===== config.mk =====
export PLATFORM = sky130hd
export DESIGN_NAME = multi_edge_detector
export DESIGN_NICKNAME = d
export VERILOG_FILES = /design/src/rtl/multi_edge_detector.sv
export SDC_FILE = /design/constraint.sdc
export NUM_CORES = 1
export LEC_CHECK = 0
export ABC_AREA = 1
export CAP_MARGIN = 30
export CORE_MARGIN = 2
export CORE_UTILIZATION = 46
export CTS_CLUSTER_DIAMETER = 50
export CTS_CLUSTER_SIZE = 10
export DETAILED_ROUTE_END_ITERATION = 8
export PLACE_DENSITY = 0.83
export SYNTH_ARGS = -nofsm -noshare
export SYNTH_HDL_FRONTEND = slang
export SYNTH_SLANG_ARGS = --single-unit

===== constraint.sdc =====
create_clock -name clk -period 1.3 [get_ports clk]
set_clock_uncertainty 0.15 [all_clocks]
set_input_delay 0.325 -clock clk [delete_from_list [all_inputs] [get_ports clk]]
set_output_delay 0.325 -clock clk [all_outputs]
set_load 0.05 [all_outputs]

===== src/rtl/multi_edge_detector.sv =====
// Per-channel synchronize / filter / edge-detect with sticky event flags.
// Optional debounce filter is enabled by defining MULTI_EDGE_DEBOUNCE_EN.
module multi_edge_detector #(
  parameter int CHANNELS        = 4,
  parameter int DEBOUNCE_CYCLES = 3
) (
  input  logic                clk,
  input  logic                reset,
  input  logic [CHANNELS-1:0] signal,
  input  logic [1:0]          mode,
  input  logic [CHANNELS-1:0] clear,
  output logic [CHANNELS-1:0] level,
  output logic [CHANNELS-1:0] outedge,
  output logic [CHANNELS-1:0] event_flags,
  output logic                any_event
);

  logic [CHANNELS-1:0] s1;
  logic [CHANNELS-1:0] s2;
  logic [CHANNELS-1:0] edge_q;
  logic [CHANNELS-1:0] level_nxt;
  logic [CHANNELS-1:0] edge_det;
  logic [1:0]          prime;
  logic                primed;
  logic                allow_rise;
  logic                allow_fall;

  assign primed     = prime[1];
  assign allow_rise = (mode == 2'b00) || (mode == 2'b10);
  assign allow_fall = (mode == 2'b01) || (mode == 2'b10);

`ifdef MULTI_EDGE_DEBOUNCE_EN
  localparam int CW = $clog2(DEBOUNCE_CYCLES + 1);

  logic [CHANNELS-1:0][CW-1:0] cnt;
  logic [CHANNELS-1:0][CW-1:0] cnt_nxt;

  always_comb begin
    level_nxt = level;
    cnt_nxt   = '0;
    for (int i = 0; i < CHANNELS; i++) begin
      if (!primed) begin
        level_nxt[i] = s1[i];
      end else if (s2[i] != level[i]) begin
        if (cnt[i] == CW'(DEBOUNCE_CYCLES - 1)) begin
          level_nxt[i] = s2[i];
        end else begin
          cnt_nxt[i] = cnt[i] + CW'(1);
        end
      end
    end
  end

  always_ff @(posedge clk) begin
    if (!reset) begin
      cnt <= '0;
    end else begin
      cnt <= cnt_nxt;
    end
  end
`else
  // While priming, level takes the value s2 is loading this edge, so the
  // filter is aligned with s2 by the time detection is enabled.
  always_comb begin
    level_nxt = primed ? s2 : s1;
  end
`endif

  always_comb begin
    edge_det = '0;
    if (primed) begin
      edge_det = (level_nxt ^ level) &
                 ((level_nxt & {CHANNELS{allow_rise}}) |
                  (~level_nxt & {CHANNELS{allow_fall}}));
    end
  end

  always_ff @(posedge clk) begin
    if (!reset) begin
      s1          <= '0;
      s2          <= '0;
      level       <= '0;
      edge_q      <= '0;
      outedge     <= '0;
      event_flags <= '0;
      any_event   <= 1'b0;
      prime       <= 2'd0;
    end else begin
      s1          <= signal;
      s2          <= s1;
      level       <= level_nxt;
      edge_q      <= edge_det;
      outedge     <= edge_q;
      // set wins over a coincident clear
      event_flags <= (event_flags & ~clear) | edge_q;
      any_event   <= |event_flags;
      if (!primed) begin
        prime <= prime + 2'd1;
      end
    end
  end

endmodule


Word level (Yosys, flattened, before mapping). Index checks and enable logic that the tools add are counted. Widths: inputs -> output; s select.

Add/subtract/negate cells: 1. $mul: 0. Div/mod/pow operators: 0. $lt $le $gt $ge: 0. Equal/unequal tests: 2. Shift operators: 0. Multiplexer cells: 2. Bitwise gates (word level): 9. Reduce and logical (&&, ||, !) cells: 5.

Operators with widths (count): $and 4x4->4 (4); $not 4->4 (2); $or 4x4->4 (2); $mux 4 (1); $reduce_or 4->1 (1); $xor 4x4->4 (1); $add 2x1->2 const B (1); $eq 2x1->1 const B (1); $eq 2x2->1 const B (1); $logic_not 2->1 (1); $logic_or 1x1->1 (2); $mux 2 (1); $reduce_and 2->1 (1).

Bits in registers: 27. Bits in latches: 0. Memory bits (writable): 0. ROM bits: 0. Bits of input ports: 12. Output and inout port bits: 13. Logic and storage cells: 28. Memories kept: 0.

Longest topological paths before layout. Gate-level depths: netlist of run 1.

Word-level depth: 5. Depth in mapped cells: 6. Gate-level depth less buffers: 6.

Worst setup path after synthesis of run 1. No wires, ideal clock.

Path kind: input port to flip-flop. Start point: input port mode[0]. End point: register edge_q[0]. Arrival time: 0.912 ns. Setup slack: 0.125 ns. Stages: 6. Path buffers: 0. Cell sequence: inv_1 ha_1 nor2_1 nor2_1 nor2_1 nor2_1.

Cells in the longest elaborated chain, start to end: 5.

RTL lines: start: declaration (line 10) `input logic [1:0] mode,`; $eq 2x2->1, or another cell as far along (line 29, 30); $logic_or 1x1->1 (on tied branches) (line 29, 30); $and 4x4->4 (on tied branches) (line 73, 74); $or 4x4->4 (*) (line 73) `((level_nxt & {CHANNELS{allow_rise}}) |`; $and 4x4->4 (*) (line 72) `edge_det = (level_nxt ^ level) &`; end signal: assignment (line 92) `edge_q <= edge_det;`; end: declaration (line 20) `logic [CHANNELS-1:0] edge_q;`.

Mark *: on every way between the ends. The rest lies on a longest branch, timed or not. A chain may end at the register's enable or synchronous reset.

Final worst setup path of run 1.
Start point: register level[2]. End point: output port level[2].

RTL lines: start: declaration (line 12) `output logic [CHANNELS-1:0] level,`; start signal: assignment (line 91) `level <= level_nxt;`.

No word-level cell between the ends.

==> metrics list, run 1 <==
* Final setup TNS: -0.105 ns
* FF-to-FF Start: prime[1]$_SDFF_PN0_
- Proportion of synthesized flip-flops having asynchronous set or reset: 0
* Via count of the first global-routing pass: 877
- Remaining routing DRC violations: 0
- In the finished design, the share of the clock period the worst path needs comes to 1.02.
- For the worst setup path, the data arrival time is around 0.85 ns.
- Buffers placed on the I/O ports in this run total 24.
- After synthesis, the netlist uses 12 different library cells.
- Detailed routing inserted a total of 913 vias.
- Smallest hold slack: 0.288 ns
- Total number of nets in the final design: 185
- Critical path buffer and inverter count: 1
* Number of synthesized flops with an enable pin: 0
- Adder-cell area share of the yosys netlist: 0.0250
- Seq/Total Area, Yosys: 0.541
- The internal power of the cells totals 1.15 mW.
- Setup crit start: level[2]$_SDFF_PN0_
* Total die area: 2560 µm²
- Headroom to the max-slew limit: 0.836
- At the worst endpoint, the required time is just over 0.8 ns.
* Final critical path time including I/O delays and setup: 1.33 ns
- The most common cell in the synthesized netlist is nand2_1.
- Quantity of hold-fixing buffers added after cts: 0
- Of the total synthesized cell area, the portion taken by XOR and XNOR cells is 0.
- Maximum number of buffers from clock root to sink: 2
- In this run the worst path has a maximum fanout of 3.
* Combinational family with the most area after synthesis: simple AND/OR/NAND/NOR gates
- Pleak: between 0.7 and 0.8 nW
- Power density normalized to cell area: 1030 nW/µm²
- Area of the core: ~2000 µm²
- CTS buffer count: 3
- RSZ-0062 raised after global routing: yes
* Flop pwr share: 0.566
* Net switching component of the power: 444 µW
* Synth area leaders: dfxtp_1 (54%), nand2_1 (18%), inv_1 (9.0%), nor2_1 (7.1%), ha_1 (2.5%)
* Slowest Stage Delay on Critical Path: 0.39 ns
* Synthesized-area fraction occupied by ao, oa, aoi and oai cells: 0.0200
- Of the total power, the clock network draws 0.220.
- Maximum vdd ir drop: 0.000748 V
- Final Setup Violations: 8
- During synthesis, Yosys emitted a total of 0 warnings.
* Initial drt markers: 18
- Reported max-cap violation count: 0
* # diodes: 0
* Clock Sinks: 27
- The number of cells on the worst reg-to-reg path is 5.
- Die width: between 50 and 60 µm
* Htree depth: 1
- CP startpoint kind: flip-flop
* Aggregate global-route resource usage: 0.199
- Of the post-synthesis cell area, the part taken by muxes is 0.
* Commonest cells in the netlist: nand2_1 (47), dfxtp_1 (27), inv_1 (24)
- In the final layout, the share of cells above drive strength 1 is 0.276.
* Cells traversed along the worst timing path: buf_12
- The later pin in the worst-skew pair is clocked with a latency of around 0.32 ns.
- Once detailed placement completed, the half-perimeter wirelength came to between 1500 and 2000 µm.
- Of the total synthesized cell area, the portion taken by AND, OR, NAND and NOR gates is 0.290.
- Of the post-synthesis cell area, the dominant cell type holds 0.541.
* Chip Height: 50.6 µm
- Summed over all layers, the global routing overflow is 0.
* Post-DR vias/cell: about 4.6
* Hold Crit Class: flip-flop to flip-flop
- Synthesis inferred 27 register bits.
* Syn Std Cell Area: ~1000 µm²
- Cell chosen for the clock root: clkbuf_4
* Critical path's slowest cell: dfxtp_4
- The checks that failed: negative setup slack.
- Entering global routing, the biggest net connects 15 pins.
- Syn-to-layout area delta: 54.4%
- Mapped Cells: 135
* Final routed wire length divided by cell count: 11.2 µm
* Cell type with the largest total area after synthesis: dfxtp_1
- Kind of cell adding the most delay to the critical path: flip-flops
* Setup ws final: -0.0270 ns
* Part of the power in combinational logic: 0.215
- Endpoint kind of the worst setup timing path: primary output
* Mean instance size in the synthesized netlist: 7.41 µm²
* Antenna-violating nets left: 0
- The max-slew violation count was 0.
- Maximum operating frequency: 754 MHz
- TritonCTS built the clock tree.
- Outcome: finished, violations left
* Depth of the critical timing path with buffers and inverters included: 1
- The number of hold violations in the final report was 0.
* Antenna violations before repair: 0
- After floorplanning, the core was divided into 16 placement rows.
- Worst flop-to-flop path endpoint: edge_q[1]$_SDFF_PN0_
* Global placer's final weighted congestion: 0.775
- Clock edge transition at the registers on the reported setup and hold paths: between 0.1 and 0.15 ns
- For this run, the detailed router's first-pass iteration total came to 4.
- 25 I/O pins were placed.
* Total length of routed wires: 2210 µm
- Internal reg-to-reg setup slack: 0.19 ns
* Slew at the pin with the worst max-slew slack: roughly 0.24 ns
- Post-Synthesis Net Count: 149
* Endpoint of the most critical setup path: level[2]
- Depth of the worst hold-timing path: 2
- Predominant post-synthesis flop cell: dfxtp_1
- For this configuration, the core starts out at a cell density of 0.499.
- Filler cell count in the final layout: 137
- The first global-routing pass estimated between 3000 and 4000 µm of wire.
- The setup path with the least slack is of type flip-flop to primary output.
* Switching Share: 0.279
## how the worst min path moves through the flow
| stage | to | from | slack (ns) |
|---|---|---|---|
| final | outedge[2]$_SDFF_PN0_ | edge_q[2]$_SDFF_PN0_ | 0.29 |
| after global routing | outedge[2]$_SDFF_PN0_ | edge_q[2]$_SDFF_PN0_ | 0.32 |
| after CTS | outedge[2]$_SDFF_PN0_ | edge_q[2]$_SDFF_PN0_ | 0.29 |
| after detailed placement | outedge[2]$_SDFF_PN0_ | edge_q[2]$_SDFF_PN0_ | 0.27 |
| after global placement | outedge[3]$_SDFF_PN0_ | edge_q[3]$_SDFF_PN0_ | 0.27 |
| after floorplan | outedge[1]$_SDFF_PN0_ | edge_q[1]$_SDFF_PN0_ | 0.25 |
## metal layers
layer,vias to the layer above,part of all wire,GRT usage
li1,462,-,-
met1,406,0.40,0.206
met2,40,0.52,0.386
met3,5,0.057,0.0387
met4,0,0.017,0.0811
met5,-,0,0
## power groups by stage
stage | Clock [mW] | Sequential [mW] | Combinational [mW]
2_1_floorplan | 0 | 0.966 | 0.121
3_3_place_gp | 0 | 0.921 | 0.297
3_5_place_dp | 0 | 0.922 | 0.308
4_1_cts | 0.354 | 0.902 | 0.340
5_1_grt | 0.395 | 0.908 | 0.371
6_report | 0.351 | 0.903 | 0.343
## placed cells by master, fill, tap and decap left out
cell type,Yosys,routed
dlygate4sd2_1,0,1
ha_4,0,2
inv_2,2,3
o21ai_0,1,1
dfxtp_4,0,4
nand3_1,4,4
nor2_4,0,1
dfxtp_1,27,14
clkbuf_4,0,3
buf_4,2,10
nand2_1,47,47
nor2_2,0,2
clkdlybuf4s50_1,0,9
nor2_1,19,16
inv_1,24,23
nand3b_1,3,3
dfxtp_2,0,9
a21oi_1,3,3
clkbuf_1,0,1
dlymetal6s2s_1,0,1
buf_12,0,13
## metrics by stage
step	area [µm²]	total power [mW]	cells	util	setup slack, ns
after floorplan	1000	1.09	135	-	0.125
after CTS	1540	1.60	197	0.769	-0.0268
after detailed placement	1410	1.23	187	0.703	-0.500
after global placement	1410	1.22	187	0.703	-0.389
after global routing	1540	1.67	197	0.771	-0.0615
final	1540	1.60	197	0.771	-0.0270
## flip-flops by register name, summed over array words and instances (netlist names)
name and cells:
level 4, s2 4, any_event 1, prime 2, event_flags 4, outedge 4
s1 4, edge_q 4
## kinds of logic (layout without fill, tap and decap cells)
logic type | Yosys count | after routing
DFF | 27 | 27
and+or+nand+nor | 73 | 73
buffers and inverters | 29 | 64
AOI/OAI and AO/OA | 4 | 4
adders and majority gates | 2 | 2
## worst register-to-register path, stage by stage (launching register included)
cell and delay, ns:
dfxtp_1 0.43, inv_2 0.12, nand2_1 0.08, nand2_1 0.07, nor2_1 0.13, nor2_1 0.05
## layout make-up
| class | count | area, µm² | area share |
|---|---|---|---|
| Tap cell | 27 | 33.8 | 0.0219 |
| Inverter | 26 | 97.6 | 0.0632 |
| Multi-Input combinational cell | 79 | 373 | 0.241 |
| Clock buffer | 4 | 26.3 | 0.0170 |
| Sequential cell | 27 | 567 | 0.367 |
| Timing Repair Buffer | 34 | 447 | 0.289 |
## timing repair
action | CTS | global route
setup endpoints to repair | 17 | 15
resized for setup | 25 | 2
hold endpoints to repair | 0 | 0
pin swaps | 3 | 7
buffers inserted | 6 | 0
Note: power is estimated with default switching activity, not from simulation.
==> run 2: changes to the inputs <==
--- a/config.mk
+++ b/config.mk
@@ -7,7 +7,7 @@
 export LEC_CHECK = 0
 export ABC_AREA = 1
 export CAP_MARGIN = 30
-export CORE_MARGIN = 2
+export CORE_MARGIN = 3
 export CORE_UTILIZATION = 46
 export CTS_CLUSTER_DIAMETER = 50
 export CTS_CLUSTER_SIZE = 10
==> metrics list, run 2 (synthesis gave the netlist of run 1 again) <==
- The initial utilization of the core area, before any placement, comes to 0.499.
- Met2 routed WL: between 1000 and 1500 µm
* Flop pwr share: 0.561
- Dividing total power by cell area gives a power density of 1040 nW/µm².
- Setup repair after global routing could not meet its margin everywhere.
- PortBufs: 24
- The number of hold violations in the final report was 0.
- Across every metal layer, demand over resource in global routing totals 0.200.
- Critical path's slowest cell: dfxtp_4
* Hold endpoint: outedge[3]$_SDFF_PN0_
- The share of total power dissipated in the clock network is 0.217.
- Hold Crit Class: flip-flop to flip-flop
- Pin count of the biggest net entering global routing: 15
- Chip Height: 52.6 µm
* Post-DR vias/cell: between 4 and 5
* Worst setup timing slack at the placement stage: -0.476 ns
- Placement Rows: 16
- Quantity of hold-fixing buffers added after cts: 0
* Internal reg-to-reg setup slack: 0.16 ns
- Kind of cell adding the most delay to the critical path: flip-flops
* Arrival time worst endpoint: between 0.8 and 0.9 ns
- Syn-to-layout area delta: 55.1%
- Number of vias in the routed layout: 962
* Area of the core: 2000 µm²
* Remaining routing DRC violations: 0
- Global placer's final weighted congestion: 0.794
- Hold Path Origin: edge_q[3]$_SDFF_PN0_
- The library cell used most frequently in the layout, excluding fill and tap cells, is nand2_1.
* Failing checks: negative setup slack
* Critical path buffer and inverter count: 1
- Total number of nets in the final design: 187
- The worst register-to-register path begins at prime[1]$_SDFF_PN0_.
* Reported max-cap violation count: 0
- The die is 52.6 µm wide.
* Antenna violations before repair: 0
- The analysis attributes to net switching a power of 449 µW.
- Once detail routing completed, the nets flagged for antenna violations numbered 0.
- The worst hold path was traced through 2 stages.
- The sequential cells in the finished layout cover a total of 567 µm².
- Clock edge transition at the registers on the reported setup and hold paths: approximately 0.13 ns
* Most frequent cells in the layout: nand2_1 (47), inv_1 (23), nor2_1 (18)
- The number of antenna diodes in the final layout is 0.
- For the pin with the worst max-slew slack, the measured transition is 0.254 ns.
* Endpoint kind of the worst setup timing path: primary output
* Met3 Wirelength: approximately 170 µm
- In this run the static leakage power is 0.794 nW.
* Wire length on met1: 894 µm
* Htree depth: 1
* Cells traversed along the worst timing path: buf_12
- Counting cells, the worst reg-to-reg path comes to 5.
- Via count of the first global-routing pass: 959
- Detailed-router iteration count before antenna repair: 4
* Final Power: 1.60 mW
* Final core utilization: 0.774
* CTS buffer count: 3
- For this block, the initial DRC count from the detailed router was just over 40.
- TritonCTS built the clock tree.
- Slowest Stage Delay on Critical Path: 0.39 ns
- Setup violations remaining at the end of the flow were counted as 6.
- Total die area: between 2000 and 3000 µm²
- Final worst-path cycle share: 1.02
- Static timing analysis puts the maximum clock frequency at 757 MHz.
- Worst flop-to-flop path endpoint: edge_q[2]$_SDFF_PN0_
- Worst Path Max Fanout: 2
* Detailed placer's ending HPWL: roughly 1700 µm
- Signal routing reaches up to met4.
- The run finished, with violations left.
* Final setup TNS: -0.0428 ns
* Setup ws final: -0.0208 ns
- Across the VDD grid, the largest voltage drop is 0.000683 V.
* Maximum number of buffers from clock root to sink: 2
- Share of layout cells above drive strength 1: 0.273
* Final critical path time including I/O delays and setup: 1.32 ns
- The first global-routing pass estimated ~4000 µm of wire.
- In this run the clock root is driven by a clkbuf_4.
- For the worst setup path, the data required time is 0.82 ns.
- STA classifies the critical path startpoint as a flip-flop.
- Source-to-sink clock delay at the later pin of the worst-skew pair: 0.31 ns
- Final routed wire length divided by cell count: 12.2 µm
- 25 I/O pins were placed.
- Headroom to the max-slew limit: 0.830
* Clock Sinks: 27
- After detailed routing, the total wire length is 2430 µm.
- Internal power: 1.16 mW
- Across all hold checks on the routed design, the worst slack comes to 0.291 ns.
- Final number of max-transition violations: 0
- Part of the power in combinational logic: 0.222
* Filler cell count in the final layout: about 140
* Switching Share: 0.280
- Multi-input logic area: 368 µm²
* CP Class: flip-flop to primary output
- GRT Residual Overflow: 0
run 2: cell type report:
type                    count  area share
clock buffers               4      0.0169
inverters                  26      0.0630
multi-input cells          79       0.237
flip-flops and latches     27       0.366
well taps                  27      0.0218
repair buffers             36       0.295
run 2: worst min-delay path: stages (launching register included):
cell and delay, ns:
dfxtp_1 0.32, nand2_1 0.06, inv_1 0.04
run 2: per-stage QoR:
stage | cells | area (µm²)
2_1_floorplan | 135 | 1000
3_3_place_gp | 187 | 1410
3_5_place_dp | 187 | 1410
4_1_cts | 199 | 1550
5_1_grt | 199 | 1550
6_report | 199 | 1550
run 2: worst max path at each step:
stage | startpoint | to | depth (start not counted)
after global placement | mode[0] | edge_q[2]$_SDFF_PN0_ | 7
after floorplan | mode[0] | edge_q[0]$_SDFF_PN0_ | 6
after detailed placement | mode[0] | edge_q[1]$_SDFF_PN0_ | 7
after global routing | level[3]$_SDFF_PN0_ | level[3] | 1
final | level[3]$_SDFF_PN0_ | level[3] | 1
after CTS | level[3]$_SDFF_PN0_ | level[3] | 1
run 2: power by group through the flow:
stage               Clock (mW)  Combinational (mW)  Sequential, mW
floorplan                    0               0.121           0.966
global placement             0               0.298           0.920
detailed placement           0               0.312           0.923
CTS                      0.352               0.351           0.900
global route             0.402               0.378           0.906
finish                   0.348               0.356           0.901
run 2: layer usage:
metal,vias to the layer above,global-route usage
met5,-,0
met4,0,0.119
met3,10,0.0313
met2,54,0.370
met1,435,0.207
li1,463,-
run 2: what timing repair did:
item | CTS | global route
pin swaps | 3 | 0
gates resized for setup | 25 | 0
endpoints found under the setup margin | 17 | 13
setup buffers | 8 | 0
